File: config.mk
export PLATFORM = sky130hd
export DESIGN_NAME = cache_fill_responder_flat
export DESIGN_NICKNAME = d
export VERILOG_FILES = /design/src/rtl/cache_fill_responder_if.sv /design/src/rtl/cache_fill_responder.sv /design/src/flat_wrapper.sv
export SDC_FILE = /design/constraint.sdc
export NUM_CORES = 1
export LEC_CHECK = 0
export ABC_AREA = 0
export CORE_ASPECT_RATIO = 1.2
export CORE_MARGIN = 4
export CORE_UTILIZATION = 40
export CTS_CLUSTER_DIAMETER = 30
export DETAILED_ROUTE_END_ITERATION = 10
export PLACE_DENSITY_LB_ADDON = 0.05
export SLEW_MARGIN = 25
export SYNTH_ARGS = -nofsm -noshare
export SYNTH_HDL_FRONTEND = slang
export SYNTH_SLANG_ARGS = --single-unit
File: constraint.sdc
create_clock -name clk -period 2.4 [get_ports clk]
set_clock_uncertainty 0.15 [all_clocks]
set_input_delay 0.36 -clock clk [delete_from_list [all_inputs] [get_ports clk]]
set_output_delay 0.36 -clock clk [all_outputs]
set_load 0.01 [all_outputs]
File: src/rtl/cache_fill_responder_if.sv
// cache_fill_responder_if
//   Bundles the two buses around the line-fill responder.
//   Cache side : sdram_req/sdram_rw/sdram_addr/data_to_sdram/sdram_uds/sdram_lds in,
//                sdram_fill/data_from_sdram/sdram_wr_ack back to the cache.
//   Memory side: mem_req/mem_we/mem_addr/mem_wdata/mem_ube/mem_lbe out,
//                mem_ack/mem_rdata back from the single-word memory port.
//   Modport slave is the responder itself; modport master is the environment
//   (cache plus memory) that surrounds it.
interface cache_fill_responder_if #(
  parameter int AW = 32
);

  logic          sdram_req;
  logic          sdram_rw;
  logic [AW-1:0] sdram_addr;
  logic [15:0]   data_to_sdram;
  logic          sdram_uds;
  logic          sdram_lds;
  logic          sdram_fill;
  logic [15:0]   data_from_sdram;
  logic          sdram_wr_ack;

  logic          mem_req;
  logic          mem_we;
  logic [AW-1:0] mem_addr;
  logic [15:0]   mem_wdata;
  logic          mem_ube;
  logic          mem_lbe;
  logic          mem_ack;
  logic [15:0]   mem_rdata;

  modport slave (
    input  sdram_req, sdram_rw, sdram_addr, data_to_sdram, sdram_uds, sdram_lds,
    output sdram_fill, data_from_sdram, sdram_wr_ack,
    output mem_req, mem_we, mem_addr, mem_wdata, mem_ube, mem_lbe,
    input  mem_ack, mem_rdata
  );

  modport master (
    output sdram_req, sdram_rw, sdram_addr, data_to_sdram, sdram_uds, sdram_lds,
    input  sdram_fill, data_from_sdram, sdram_wr_ack,
    input  mem_req, mem_we, mem_addr, mem_wdata, mem_ube, mem_lbe,
    output mem_ack, mem_rdata
  );

endinterface

File: src/rtl/cache_fill_responder.sv
// cache_fill_responder
//   Responder end of the cache line-fill protocol. A read request fetches the
//   addressed 4-word line critical-word-first, one memory handshake per word,
//   into a local buffer, then replays it as a 4-cycle burst whose first beat
//   is marked by a one-cycle sdram_fill strobe. A write request forwards one
//   16-bit word with its byte enables and answers with a one-cycle sdram_wr_ack.
// Ports
//   clk   : sole clock, rising edge
//   reset : asynchronous, active-low
//   bus   : cache_fill_responder_if.slave (cache side and memory side)
module cache_fill_responder #(
  parameter int AW = 32
) (
  input  logic                   clk,
  input  logic                   reset,
  cache_fill_responder_if.slave  bus
);

  typedef enum logic [2:0] {
    IDLE,
    FETCH,
    BURST,
    WRITE,
    WRACK,
    DRAIN
  } state_e;

  state_e        state_q;
  logic [AW-1:3] line_q;
  logic [1:0]    critWord_q;
  logic [1:0]    fetchCnt_q;
  logic [1:0]    beatCnt_q;
  logic [15:0]   lineBuf_q [4];

  logic          fill_q;
  logic [15:0]   readData_q;
  logic          wrAck_q;
  logic          memReq_q;
  logic          memWe_q;
  logic [AW-1:0] memAddr_q;
  logic [15:0]   memWdata_q;
  logic          memUbe_q;
  logic          memLbe_q;

  // Word index of the next fetch; 2-bit add so it wraps inside the line and
  // the line bits are never carried into.
  logic [1:0] nextWord;
  assign nextWord = critWord_q + fetchCnt_q;

  // The whole controller: every bus output is a register updated here, so the
  // asynchronous reset drops mem_req and sdram_fill without waiting for a clock.
  // The buffer is filled in fetch order, so slot 0 always holds the critical
  // word and replaying slots 0..3 gives critical-word-first order for free.
  always_ff @(posedge clk or negedge reset) begin
    if (!reset) begin
      state_q    <= IDLE;
      line_q     <= '0;
      critWord_q <= '0;
      fetchCnt_q <= '0;
      beatCnt_q  <= '0;
      for (int i = 0; i < 4; i++) lineBuf_q[i] <= '0;
      fill_q     <= 1'b0;
      readData_q <= '0;
      wrAck_q    <= 1'b0;
      memReq_q   <= 1'b0;
      memWe_q    <= 1'b0;
      memAddr_q  <= '0;
      memWdata_q <= '0;
      memUbe_q   <= 1'b0;
      memLbe_q   <= 1'b0;
    end else begin
      case (state_q)
        IDLE: begin
          if (bus.sdram_req) begin
            line_q     <= bus.sdram_addr[AW-1:3];
            critWord_q <= bus.sdram_addr[2:1];
            fetchCnt_q <= '0;
            // First fetch address and the write address share the same form.
            memReq_q   <= 1'b1;
            memAddr_q  <= {bus.sdram_addr[AW-1:1], 1'b0};
            memWe_q    <= ~bus.sdram_rw;
            memWdata_q <= bus.data_to_sdram;
            memUbe_q   <= ~bus.sdram_rw & bus.sdram_uds;
            memLbe_q   <= ~bus.sdram_rw & bus.sdram_lds;
            state_q    <= bus.sdram_rw ? FETCH : WRITE;
          end
        end

        FETCH: begin
          if (memReq_q && bus.mem_ack) begin
            lineBuf_q[fetchCnt_q] <= bus.mem_rdata;
            memReq_q   <= 1'b0;
            fetchCnt_q <= fetchCnt_q + 2'd1;
            if (fetchCnt_q == 2'd3) begin
              // Beat 0 leaves on the same edge that stores the last word.
              state_q    <= BURST;
              fill_q     <= 1'b1;
              readData_q <= lineBuf_q[0];
              beatCnt_q  <= 2'd1;
            end
          end else if (!memReq_q) begin
            // One idle cycle between words, then request the next one.
            memReq_q  <= 1'b1;
            memAddr_q <= {line_q, nextWord, 1'b0};
          end
        end

        BURST: begin
          fill_q     <= 1'b0;
          readData_q <= lineBuf_q[beatCnt_q];
          beatCnt_q  <= beatCnt_q + 2'd1;
          if (beatCnt_q == 2'd3) begin
            state_q <= DRAIN;
          end
        end

        WRITE: begin
          if (memReq_q && bus.mem_ack) begin
            memReq_q <= 1'b0;
            memWe_q  <= 1'b0;
            wrAck_q  <= 1'b1;
            state_q  <= WRACK;
          end
        end

        WRACK: begin
          wrAck_q <= 1'b0;
          state_q <= DRAIN;
        end

        DRAIN: begin
          // A request still held from the finished transaction must not be
          // taken as a new one.
          if (!bus.sdram_req) begin
            state_q <= IDLE;
          end
        end

        default: begin
          state_q <= IDLE;
        end
      endcase
    end
  end

  assign bus.sdram_fill      = fill_q;
  assign bus.data_from_sdram = readData_q;
  assign bus.sdram_wr_ack    = wrAck_q;
  assign bus.mem_req         = memReq_q;
  assign bus.mem_we          = memWe_q;
  assign bus.mem_addr        = memAddr_q;
  assign bus.mem_wdata       = memWdata_q;
  assign bus.mem_ube         = memUbe_q;
  assign bus.mem_lbe         = memLbe_q;

endmodule
File: src/flat_wrapper.sv
// flat-port wrapper written by rule: the top's interface ports become plain ports
module cache_fill_responder_flat 
#(
  parameter int AW = 32
)
  (clk, reset, bus_sdram_req, bus_sdram_rw, bus_sdram_addr, bus_data_to_sdram, bus_sdram_uds, bus_sdram_lds, bus_sdram_fill, bus_data_from_sdram, bus_sdram_wr_ack, bus_mem_req, bus_mem_we, bus_mem_addr, bus_mem_wdata, bus_mem_ube, bus_mem_lbe, bus_mem_ack, bus_mem_rdata);
  cache_fill_responder_if #(.AW(AW)) bus_i ();
  input  logic clk;
  input  logic reset;
  input wire logic [$bits(bus_i.sdram_req)-1:0] bus_sdram_req;
  input wire logic [$bits(bus_i.sdram_rw)-1:0] bus_sdram_rw;
  input wire logic [$bits(bus_i.sdram_addr)-1:0] bus_sdram_addr;
  input wire logic [$bits(bus_i.data_to_sdram)-1:0] bus_data_to_sdram;
  input wire logic [$bits(bus_i.sdram_uds)-1:0] bus_sdram_uds;
  input wire logic [$bits(bus_i.sdram_lds)-1:0] bus_sdram_lds;
  output wire logic [$bits(bus_i.sdram_fill)-1:0] bus_sdram_fill;
  output wire logic [$bits(bus_i.data_from_sdram)-1:0] bus_data_from_sdram;
  output wire logic [$bits(bus_i.sdram_wr_ack)-1:0] bus_sdram_wr_ack;
  output wire logic [$bits(bus_i.mem_req)-1:0] bus_mem_req;
  output wire logic [$bits(bus_i.mem_we)-1:0] bus_mem_we;
  output wire logic [$bits(bus_i.mem_addr)-1:0] bus_mem_addr;
  output wire logic [$bits(bus_i.mem_wdata)-1:0] bus_mem_wdata;
  output wire logic [$bits(bus_i.mem_ube)-1:0] bus_mem_ube;
  output wire logic [$bits(bus_i.mem_lbe)-1:0] bus_mem_lbe;
  input wire logic [$bits(bus_i.mem_ack)-1:0] bus_mem_ack;
  input wire logic [$bits(bus_i.mem_rdata)-1:0] bus_mem_rdata;
  assign bus_i.sdram_req = bus_sdram_req;
  assign bus_i.sdram_rw = bus_sdram_rw;
  assign bus_i.sdram_addr = bus_sdram_addr;
  assign bus_i.data_to_sdram = bus_data_to_sdram;
  assign bus_i.sdram_uds = bus_sdram_uds;
  assign bus_i.sdram_lds = bus_sdram_lds;
  assign bus_sdram_fill = bus_i.sdram_fill;
  assign bus_data_from_sdram = bus_i.data_from_sdram;
  assign bus_sdram_wr_ack = bus_i.sdram_wr_ack;
  assign bus_mem_req = bus_i.mem_req;
  assign bus_mem_we = bus_i.mem_we;
  assign bus_mem_addr = bus_i.mem_addr;
  assign bus_mem_wdata = bus_i.mem_wdata;
  assign bus_mem_ube = bus_i.mem_ube;
  assign bus_mem_lbe = bus_i.mem_lbe;
  assign bus_i.mem_ack = bus_mem_ack;
  assign bus_i.mem_rdata = bus_mem_rdata;
  cache_fill_responder #(.AW(AW)) u_core (.clk(clk), .reset(reset), .bus(bus_i));
endmodule
* Word-level counts from Yosys, hierarchy flattened
Cells that the tools add are included.
** Word-level totals
- Bits in registers :: 172
- Latch bits :: 0
- ROM bits :: 0
- RAM bits :: 0
- Input bits :: 71
- Memories kept :: 0
- Logic and storage cells :: 99
- Output and inout bits :: 70
** Cells by class
- Add/subtract/negate cells :: 3
- Multipliers :: 0
- Shifts and indexed selects :: 0
- $lt $le $gt $ge :: 3
- Bitwise operators :: 5
- Divide/modulo/power cells :: 0
- Equal/unequal tests :: 15
- Reduce and logical (&&, ||, !) cells :: 17
- Muxes and demuxes :: 38
** Operators by type and width (count)
- 2-to-1 mux 32 bit :: 3
- 2-to-1 mux 16 bit :: 5
- bitwise mux 64 bit :: 1
- one-hot mux 32 bit (2 select lines) :: 1
- binary-select mux 16 bit (select 2 bit) :: 1
- demux 16 bit (select 2 bit) :: 1
- one-hot mux 16 bit (2 select lines) :: 1
- 2-to-1 mux 3 bit :: 6
- one-hot mux 3 bit (6 select lines) :: 1
- AND reduction 3 bit :: 4
- 2-to-1 mux 2 bit :: 5
- != test 2 x 1 -> 1 bit (second input constant) :: 4
- != test 2 bit (second input constant) :: 4
- one-hot mux 2 bit (2 select lines) :: 2
- nonzero test 2 bit :: 4
- 2-to-1 mux 1 bit :: 7
- equality test 3 x 2 -> 1 bit (second input constant) :: 2
- equality test 3 bit (second input constant) :: 2
- >= comparator 3 bit (second input constant) :: 2
- inverter 2 -> 3 bit :: 2
- one-hot mux 1 bit (2 select lines) :: 3
- AND reduction 2 bit :: 3
- AND reduction 6 bit :: 1
- adder 2 x 1 -> 2 bit (second input constant) :: 2
- 11 further kinds :: 14

* Depth between registers and ports, before layout
Gate-level depths: netlist (run 1).
- Depth after elaboration :: 6
- Depth in mapped cells :: 6
- Depth with buffers taken out :: 4

* Least setup slack after synthesis (run 1)
Ideal clock, no wire load.
- Path type :: reg2reg
- Start :: register u_core.state_q[0]
- End :: register u_core.memAddr_q[10], in the netlist u_core.bus.mem_addr[10]
- Path slack :: 540 ps
- Setup time :: 125 ps
- Required time :: 2125 ps
- Path buffers :: 2
- Period minus slack after synthesis :: 1860 ps
- Stages on the path, launching flop included :: 6
- Arrival :: 1586 ps
- Cells stage by stage :: dfrtp_1 -> nor3b_1 -> buf_4 -> buf_2 -> mux2_2 -> mux2_2
** On the way
- Cells in the longest elaborated chain, start to end :: 3
- Elaborated cells on any way between the ends :: 8
- Classes of those cells :: eq/ne: 4; mux: 1; reduce/logical: 3
** RTL lines
- from (decl) :: line cache_fill_responder.sv:28 : state_e state_q;
- from (signal assigned) :: line cache_fill_responder.sv:85 : state_q <= bus.sdram_rw ? FETCH : WRITE;
- equality test 3 x 1 -> 1 bit or logical NOT 3 bit (tied branches) :: line cache_fill_responder.sv:72 : case (state_q)
- != test 2 bit (no source line) or nonzero test 2 bit (tied branches)
- AND reduction 4 bit (no source line)
- to (signal assigned) :: line cache_fill_responder.sv:80 : memAddr_q <= {bus.sdram_addr[AW-1:1], 1'b0};
- to (signal assigned) :: line cache_fill_responder.sv:104 : memAddr_q <= {line_q, nextWord, 1'b0};
- to (decl) :: line cache_fill_responder.sv:40 : logic [AW-1:0] memAddr_q;
Parallel ways exist; a longest one is shown, timed or not.
A chain may end at the register's enable or synchronous reset.

* Worst setup path after layout (run 1)
- Start :: register u_core.memReq_q, in the netlist u_core.bus.mem_req
- End :: output port bus_mem_req
** RTL lines
- from (decl) :: line cache_fill_responder.sv:38 : logic memReq_q;
- from (signal assigned) :: line cache_fill_responder.sv:65 : memReq_q <= 1'b0;
- from (signal assigned) :: line cache_fill_responder.sv:79 : memReq_q <= 1'b1;
- from (signal assigned) :: line cache_fill_responder.sv:92 : memReq_q <= 1'b0;
- to (decl) :: line flat_wrapper.sv:19 : output wire logic [$bits(bus_i.mem_req)-1:0] bus_mem_req;
No word-level cell between the ends.

==> out/results.txt, run 1 <==
Critical path launch point type: register
Initial antenna violation count: 0
Synth Flop Type: dfrtp_1
VDD IR max: 721.9 µV
Cell class contributing the biggest share of worst-path delay: buffers and inverters
Chip width: 135.6 µm
R2R depth: 4
Met3 Use GR: 3.956%
Max cap viols: 0
Final WL: 17,410 µm
RD Place Congestion: 0.7383
Total power: 13.46 mW
Met2 usage: 28.65%
Share of cells above drive strength 1: 38.29%
Total power per unit cell area: 1324 mW/mm²
Core Util, Final: 53.34%
Static Leak: 4.403 nW
Setup violators final: 0
Worst setup EP type: primary output
GRT Overall Usage: 16.62%
CTS clk-pin slew, worst paths: 0.06 ns
Vias: 4,769
Top post-synthesis cells by area: dfrtp_1, mux2_2, mux2_4
Die ar.: 0.02184 mm²
Max Fclk: 493.7 MHz
Skew-Pair Late Insertion Delay: 0.42 ns
Sequential Area: 0.004280 mm²
Detailed Routing Iterations Pass 1: 4
Max Fanout on Critical Path: 7
Syn Inst Count: 516
Antenna Cells: 0
Die height: 161.1 µm
Post-synthesis cell type count: 46
CTS tree: built
Per-cell routed wire length: 18.62 µm
Mean Syn Cell Area: 15.14 µm²
Sequential cell area fraction in the yosys report: 54.77%
Busiest grt layer: met2
PortBufs: 138
P&R area growth vs syn: 30.16%
Worst r2r src: u_core.state_q[1]
Reg2Reg Setup Slack: 0.45 ns
H-Tree Depth: 4
First-pass GRT wire length: 28,460 µm
CP required: 1.89 ns
CTS Buf Count: 17
Total grt overflow: 0
Dpl hpwl: 11,280 µm
Worst path bufs/invs: 1
Fin. Hold Viols: 0
Post-synth EDFFs: 0
Post-synth top cells: dfrtp_1, mux2_2, mux2_4
Slew headroom: 63.62%
Final worst path period share: 84.40%
Starting Density: 40.98%
Final-stage net count: 743
Ys async rst share: 100.0%
Sink Count: 171
CP max stage cell: clkdlybuf4s50_1
Core footprint: 0.01906 mm²
Area of the multi-input gates: 0.003298 mm²
Arr. time, crit path: 1.52 ns
Initial DRC Count: 189
# IOs: 141
GR Util met1: 20.36%
Crit-path max cell delay: 0.60 ns
FF-to-FF End: u_core.bus.mem_addr[2]
Synth Net Count: 593
Cell chosen for the clock root: clkbuf_16
Max Root-Sink Buffers: 2
Vias/cell: 5.101
Fin crit period: 2.025 ns
Vias in the first global route: 5,263
Synth top area share: 54.77%
Rows: 55
Largest net degree at the start of global routing: 58
Flops & latches, synth: 171
RSZ-0062 raised after global routing: no
CP cell instances: clkdlybuf4s50_1
Yosys top cell by area: dfrtp_1
Post-route ant nets: 0
Total Neg Setup Slack: 0 ns
Hold Path Class: in2async
WS Path Type: reg2out
Max Slew Vio Count: 0
Most frequent cell after synthesis: dfrtp_1
Status: completed
Post-synthesis cell area: 0.007812 mm²
Synth warnings: 0
Slew @ Worst Pin: 0.5458 ns
Post-CTS Resized: 0
# DRC: 0
Fill cells: 1,616
[flip-flops by register name, indices dropped and copies added, names as in the netlist, 2 cells and up]
signal and flops:
u_core.beatCnt_q 2, u_core.line_q 29, u_core.bus.mem_addr 31, u_core.bus.mem_wdata 16
u_core.lineBuf_q 64, u_core.fetchCnt_q 2, u_core.bus.data_from_sdram 16, u_core.critWord_q 2
u_core.state_q 3
[worst max-delay path by stage]
stage | from | to | cells past startpoint
final | u_core.bus.mem_req | bus_mem_req | 1
after global routing | u_core.bus.mem_req | bus_mem_req | 1
after CTS | u_core.bus.mem_req | bus_mem_req | 1
after detailed placement | bus_sdram_req | u_core.line_q[21] | 4
after global placement | bus_sdram_req | u_core.bus.mem_wdata[1] | 4
after floorplan | u_core.state_q[0] | u_core.bus.mem_addr[10] | 5
[cell families after synthesis]
logic type,share of synthesized area [%]
simple gates,3.636
mux,31.12
other cells,0.04800
buf+inv,3.411
compound gates,5.750
flops,54.77
xor+xnor,0.3043
fa+ha+maj,0.9609
[cell type report]
cell class	count	area share, %
Multi-Input combinational cell	306	32.44
Clock inverter	14	1.181
Inverter	8	0.2953
Sequential cell	171	42.09
Clock buffer	18	4.221
Tap cell	256	3.150
Timing Repair Buffer	162	16.62
[stage by stage]
| step | setup slack [ns] | cell area [µm²] | hold WS (ns) | instances |
|---|---|---|---|---|
| finish | 0.3745 | 10170 | 0.3244 | 935 |
| global route | 0.3040 | 10170 | 0.3569 | 935 |
| CTS | 0.3390 | 10170 | 0.3331 | 935 |
| detailed placement | 0.2078 | 9609 | 0.2216 | 902 |
| global placement | 0.2167 | 9609 | 0.2156 | 902 |
| floorplan | 0.5396 | 7812 | -0.08559 | 516 |
[what timing repair did]
| item | CTS | global route |
|---|---|---|
| setup buffers | 0 | 0 |
| hold endpoints to repair | 53 | 0 |
| hold buffers | 1 | 0 |
[layout by cell type (no fill, tap or decap), types with 8 or more instances in the layout]
cell type        Yosys  layout
buf_4                4      13
mux2_4              41      41
buf_12               4      10
inv_1                8       8
mux2_2             131     131
a22oi_1             16      16
clkdlybuf4s50_1      0     137
mux2i_1             34      34
dfrtp_1            171     170
o221a_2             15      15
nand2_1             10      10
clkbuf_16            0      17
[power by group]
group / leakage, nW / internal, mW / switching (mW)
Clock: 0.275 / 1.43 / 1.15
Sequential: 2.04 / 4.33 / 0.878
Combinational: 2.09 / 3.62 / 2.05
[metal layers]
metal,share of wire [%],vias to the layer above,wire (µm)
li1,-,2184,-
met1,42,2462,7301
met2,52,100,8998
met3,4.7,23,813
met4,1.7,0,296
met5,0,-,0
No activity file was read; power rests on OpenSTA's default activity.
==> inputs of run 2 (changes only) <==
==> constraint.sdc (replaced) <==
create_clock -name clk -period 2.1 [get_ports clk]
set_clock_uncertainty 0.15 [all_clocks]
set_input_delay 0.315 -clock clk [delete_from_list [all_inputs] [get_ports clk]]
set_output_delay 0.315 -clock clk [all_outputs]
set_load 0.01 [all_outputs]
==> out/results.txt, run 2 (synthesis results as in run 1) <==
# IOs: 141 (unchanged)
Core footprint: 0.01906 mm² (unchanged)
Skew-Pair Late Insertion Delay: 0.42 ns (about the same)
Largest net degree at the start of global routing: 68 (was 58)
Setup crit end: u_core.bus.mem_addr[25] (was bus_mem_req)
PortBufs: 138 (unchanged)
Fill cells: 1,604 (was 1,616)
Dpl hpwl: 11,400 µm (was 11,280 µm)
Vias in the first global route: 5,218 (was 5,263)
Final Non-Filler Cells: 939 (was 935)
Hold Path Class: in2async (unchanged)
CTS Buf Count: 17 (unchanged)
Cell chosen for the clock root: clkbuf_16 (unchanged)
CTS clk-pin slew, worst paths: 0.07 ns (was 0.06 ns)
Vias/cell: 5.089 (was 5.101)
Static Leak: 4.452 nW (was 4.403 nW)
Rows: 55 (unchanged)
VDD IR max: 671.3 µV (was 721.9 µV)
Max Slew Vio Count: 0 (unchanged)
Worst setup EP type: register (was primary output)
Per-cell routed wire length: 18.44 µm (was 18.62 µm)
H-Tree Depth: 4 (unchanged)
Post-route ant nets: 0 (unchanged)
P&R area growth vs syn: 32.08% (was 30.16%)
Worst path most repeated cell: mux2_2
Critical path launch point type: register (unchanged)
Post-CTS Resized: 0 (unchanged)
Most common cell after layout, fill and taps aside: dfrtp_1 (unchanged)
Arr. time, crit path: 2.13 ns (was 1.52 ns)
Total power per unit cell area: 1527 mW/mm² (was 1324 mW/mm²)
Die height: 161.1 µm (unchanged)
CP cell instances: nor3b_2, buf_4, mux2_2, mux2_2 (was clkdlybuf4s50_1)
CP max stage cell: dfrtp_1 (was clkdlybuf4s50_1)
Reg2Reg Setup Slack: 0.12 ns (was 0.45 ns)
Register name with the most flops: u_core.lineBuf_q (unchanged)
Status: completed (unchanged)
Worst r2r src: u_core.state_q[1] (unchanged)
Fin. Hold Viols: 0 (unchanged)
RSZ-0062 raised after global routing: no (unchanged)
Max cap viols: 0 (unchanged)
Crit-path max cell delay: 0.45 ns (was 0.60 ns)
GRT Overall Usage: 16.44% (was 16.62%)
Max Root-Sink Buffers: 2 (unchanged)
Die ar.: 0.02184 mm² (unchanged)
# DRC: 0 (unchanged)
RD Place Congestion: 0.7666 (was 0.7383)
Starting Density: 40.98% (unchanged)
Initial DRC Count: 162 (was 189)
Core Util, Final: 54.13% (was 53.34%)
R2R depth: 4 (unchanged)
First-pass GRT wire length: 28,470 µm (was 28,460 µm)
Most frequent cells in the layout: dfrtp_1, clkdlybuf4s50_1, mux2_2 (unchanged)
FF-to-FF End: u_core.bus.mem_addr[25] (was u_core.bus.mem_addr[2])
Sink Count: 171 (unchanged)
Setup crit start: u_core.state_q[1] (was u_core.bus.mem_req)
Setup violators final: 0 (unchanged)
Detailed Routing Iterations Pass 1: 4 (unchanged)
Max Fanout on Critical Path: 14 (was 7)
Setup bufs post-CTS: 0 (unchanged)
Total grt overflow: 0 (unchanged)
Total Neg Setup Slack: 0 ns (unchanged)
CTS tree: built (unchanged)
Final WL: 17,320 µm (was 17,410 µm)
Fin crit period: 1.978 ns
Chip width: 135.6 µm (unchanged)
Max Fclk: 505.6 MHz
Inst Count DP: 906 (was 902)
Vias: 4,779 (was 4,769)
Initial antenna violation count: 0 (unchanged)
Max FFs per register: 64 (unchanged)
CP required: 2.25 ns (was 1.89 ns)
Final worst path period share: 94.17%
WS Path Type: reg2reg (was reg2out)
Share of cells above drive strength 1: 38.56% (was 38.29%)
Final-stage net count: 747 (was 743)
-- run 2: cell count changes in the layout (fill, tap and decap cells not counted), sizes merged --
cell,change
diode,+1
buf,+4
clkinv,-6
clkbuf,+1
bufinv,+2
clkinvlp,+2
-- run 2: cell type report --
| cell class | count | area (µm²) | area share (%) |
|---|---|---|---|
| Antenna cell | 1 | 2.502 | 0.02425 |
| Multi-Input combinational cell | 306 | 3298 | 31.96 |
| Tap cell | 256 | 320.3 | 3.104 |
| Clock inverter | 12 | 161.4 | 1.564 |
| Clock buffer | 19 | 442.9 | 4.292 |
| Timing Repair Buffer | 166 | 1783 | 17.28 |
| Inverter | 8 | 30.03 | 0.2910 |
| Sequential cell | 171 | 4280 | 41.48 |
-- run 2: what timing repair did --
item,CTS,global route
hold endpoints to repair,47,0
hold buffers,1,0
setup endpoints to repair,0,0
-- run 2: routing by layer --
metal / vias to the layer above / track usage [%] / part of all wire, %
li1: 2206 / - / -
met1: 2462 / 21.26 / 44
met2: 99 / 27.29 / 51
met3: 12 / 4.424 / 4.1
met4: 0 / 4.491 / 1.2
met5: - / 0 / 0
-- run 2: critical path, delay by kind of cell, from the launching register on --
kind / cells / cell delay [ns]
DFF: 1 / 0.45
buffers and inverters: 1 / 0.31
and+or+nand+nor: 1 / 0.32
muxes: 2 / 0.62
-- run 2: how the worst min path moves through the flow --
| stage | cells after the start | slack, ns | to |
|---|---|---|---|
| finish | 2 | 0.19 | u_core.line_q[5] |
| global route | 2 | 0.20 | u_core.line_q[5] |
| CTS | 2 | 0.19 | u_core.line_q[5] |
| detailed placement | 1 | 0.09 | u_core.line_q[5] |
| global placement | 1 | 0.08 | u_core.line_q[5] |
| floorplan | 0 | -0.13 | u_core.beatCnt_q[0] |
-- run 2: report_power, final --
part | total (mW) | switching, mW | leakage [nW] | internal (mW)
Sequential | 5.90 | 0.944 | 2.04 | 4.95
Clock | 3.22 | 1.31 | 0.287 | 1.91
Combinational | 6.64 | 2.43 | 2.13 | 4.21
Total | 15.8 | 4.69 | 4.45 | 11.1
-- run 2: through the flow --
stage / power, mW / area [µm²] / worst slack [ns] / hold slack (ns)
after floorplan: 9.992 / 7812 / 0.2396 / -0.1306
after detailed placement: 12.69 / 9702 / -0.05566 / 0.08536
final: 15.76 / 10320 / 0.1223 / 0.1935
after global routing: 16.76 / 10320 / 0.04505 / 0.1954
after CTS: 15.99 / 10320 / 0.09641 / 0.1905
after global placement: 12.46 / 9702 / -0.02405 / 0.07682
==> inputs of run 3 (changes only) <==
--- a/config.mk
+++ b/config.mk
@@ -12,6 +12,7 @@
 export CTS_CLUSTER_DIAMETER = 30
 export DETAILED_ROUTE_END_ITERATION = 10
 export PLACE_DENSITY_LB_ADDON = 0.05
+export SETUP_SLACK_MARGIN = 0.2
 export SLEW_MARGIN = 25
 export SYNTH_ARGS = -nofsm -noshare
 export SYNTH_HDL_FRONTEND = slang
==> constraint.sdc (replaced) <==
create_clock -name clk -period 2.05 [get_ports clk]
set_clock_uncertainty 0.15 [all_clocks]
set_input_delay 0.3075 -clock clk [delete_from_list [all_inputs] [get_ports clk]]
set_output_delay 0.3075 -clock clk [all_outputs]
set_load 0.01 [all_outputs]
==> out/results.txt, run 3 (synthesis results as in run 1) <==
Max Fanout on Critical Path: 26 (was 14)
Max cap viols: 0 (unchanged)
Critical path launch point type: register (unchanged)
Static Leak: 4.635 nW (was 4.452 nW)
CTS Buf Count: 17 (unchanged)
Die height: 161.1 µm (unchanged)
Status: completed (unchanged)
Vias: 4,795 (was 4,779)
WS Path Type: reg2reg (unchanged)
Fin. Hold Viols: 0 (unchanged)
Worst path bufs/invs: 1 (unchanged)
Vias in the first global route: 5,205 (was 5,218)
Detailed Routing Iterations Pass 1: 4 (unchanged)
Core footprint: 0.01906 mm² (unchanged)
R2R depth: 3 (was 4)
Final WL: 17,960 µm (was 17,320 µm)
Final worst slack: 0.1717 ns (was 0.1223 ns)
Post-Layout Inst Area: 0.01049 mm² (was 0.01032 mm²)
H-Tree Depth: 4 (unchanged)
Clock share of power: 20.3% (was 20.4%)
Share of cells above drive strength 1: 39.88% (was 38.56%)
Max Root-Sink Buffers: 2 (unchanged)
Setup crit start: u_core.state_q[2] (was u_core.state_q[1])
Chip width: 135.6 µm (unchanged)
Vias/cell: 5.085 (was 5.089)
Sink Count: 171 (unchanged)
Cell class contributing the biggest share of worst-path delay: simple AND/OR/NAND/NOR gates (was multiplexers)
Max FFs per register: 64 (unchanged)
Skew-Pair Late Insertion Delay: 0.42 ns (about the same)
# IOs: 141 (unchanged)
PortBufs: 138 (unchanged)
P&R area growth vs syn: 34.27% (was 32.08%)
Setup Slack @ Placement: -0.08639 ns (was -0.05566 ns)
Antenna Cells: 0 (was 1)
Max Fclk: 532.4 MHz (was 505.6 MHz)
CP max stage cell: or4b_4 (was dfrtp_1)
Placed Area: 0.009694 mm² (was 0.009702 mm²)
FF-to-FF End: u_core.line_q[3] (was u_core.bus.mem_addr[25])
Final-stage net count: 752 (was 747)
Starting Density: 40.98% (unchanged)
Rows: 55 (unchanged)
Post-route ant nets: 0 (unchanged)
Worst setup EP type: register (unchanged)
Total power: 16.46 mW (was 15.76 mW)
Hold Path Class: in2async (unchanged)
Dpl hpwl: 11,350 µm (was 11,400 µm)
Worst r2r src: u_core.state_q[2] (was u_core.state_q[1])
Reg2Reg Setup Slack: 0.17 ns (was 0.12 ns)
Sequential Power Share: 36.6% (was 37.4%)
CTS clk-pin slew, worst paths: 0.06 ns (was 0.07 ns)
CTS tree: built (unchanged)
Most frequent cells in the layout: dfrtp_1, mux2_2, clkdlybuf4s50_1 (was dfrtp_1, clkdlybuf4s50_1, mux2_2)
CP required: 2.21 ns (was 2.25 ns)
Most common cell after layout, fill and taps aside: dfrtp_1 (unchanged)
Arr. time, crit path: 2.04 ns (was 2.13 ns)
Initial DRC Count: 162 (unchanged)
VDD IR max: 686.1 µV (was 671.3 µV)
Max Slew Vio Count: 0 (unchanged)
Initial antenna violation count: 0 (unchanged)
Sw frac: 29.76% (was 29.73%)
Largest net degree at the start of global routing: 50 (was 68)
Final worst path period share: 91.62% (was 94.17%)
Total power per unit cell area: 1569 mW/mm² (was 1527 mW/mm²)
Setup violators final: 0 (unchanged)
Crit-path max cell delay: 0.63 ns (was 0.45 ns)
Comb pwr share: 43.1% (was 42.1%)
Register name with the most flops: u_core.lineBuf_q (unchanged)
Per-cell routed wire length: 19.04 µm (was 18.44 µm)
Fill cells: 1,594 (was 1,604)
CP cell instances: or4b_4, buf_12, mux2_4 (was nor3b_2, buf_4, mux2_2, mux2_2)
Fin crit period: 1.878 ns (was 1.978 ns)
Cell chosen for the clock root: clkbuf_16 (unchanged)
Die ar.: 0.02184 mm² (unchanged)
# DRC: 0 (unchanged)
Cell Int Power: 11.56 mW (was 11.07 mW)
RD Place Congestion: 0.7566 (was 0.7666)
RSZ-0062 raised after global routing: yes (was no)
Net Switching: 4.898 mW (was 4.686 mW)
Total Neg Setup Slack: 0 ns (unchanged)
GRT Overall Usage: 16.96% (was 16.44%)
First-pass GRT wire length: 28,770 µm (was 28,470 µm)
Total grt overflow: 0 (unchanged)
## run 3: layout make-up
type / count / area (µm²) / share of cell area, %
clock inverter: 12 / 160.2 / 1.527
multi-input combinational: 306 / 3308 / 31.54
tap: 256 / 320.3 / 3.053
inverter: 8 / 30.03 / 0.2863
clock buffer: 19 / 452.9 / 4.318
timing repair buffer: 171 / 1933 / 18.43
sequential: 171 / 4285 / 40.85
## run 3: how the worst max path moves through the flow
stage	end	slack, ns	depth (start not counted)
after floorplan	u_core.bus.mem_addr[10]	0.19	5
after global placement	u_core.bus.mem_wdata[1]	-0.05	4
after detailed placement	u_core.bus.mem_wdata[12]	-0.09	4
after CTS	u_core.bus.mem_addr[3]	0.19	5
after global routing	u_core.bus.mem_addr[2]	0.15	5
final	u_core.line_q[3]	0.17	3
## run 3: power groups by stage
stage	Combinational [mW]	Clock, mW	Sequential (mW)
6_report	7.10	3.34	6.02
5_1_grt	7.65	3.60	6.23
3_3_place_gp	6.78	0	5.97
3_5_place_dp	6.92	0	6.07
2_1_floorplan	4.06	0	6.18
4_1_cts	7.19	3.45	6.03
## run 3: per-layer routing
metal  wire length (µm)  vias to the layer above  GRT usage [%]
met5                  0                        -              0
met4                158                        0          4.125
met3                736                       11          4.673
met2               9368                       98          29.76
met1               7691                     2469          20.65
li1                   -                     2217              -
## run 3: stage by stage
step	hold slack, ns	std cells	util, %
2_1_floorplan	-0.1381	516	-
3_3_place_gp	0.1235	905	50.86
3_5_place_dp	0.1221	905	50.86
4_1_cts	0.2393	941	54.55
5_1_grt	0.2553	943	55.03
6_report	0.2362	943	55.03
## run 3: timing repair
item	CTS	global route
setup endpoints to repair	108	129
setup buffers	2	0
hold buffers	1	0
gates resized for setup	10	15
cloned	2	2
hold endpoints to repair	43	0
pin swaps	1	1
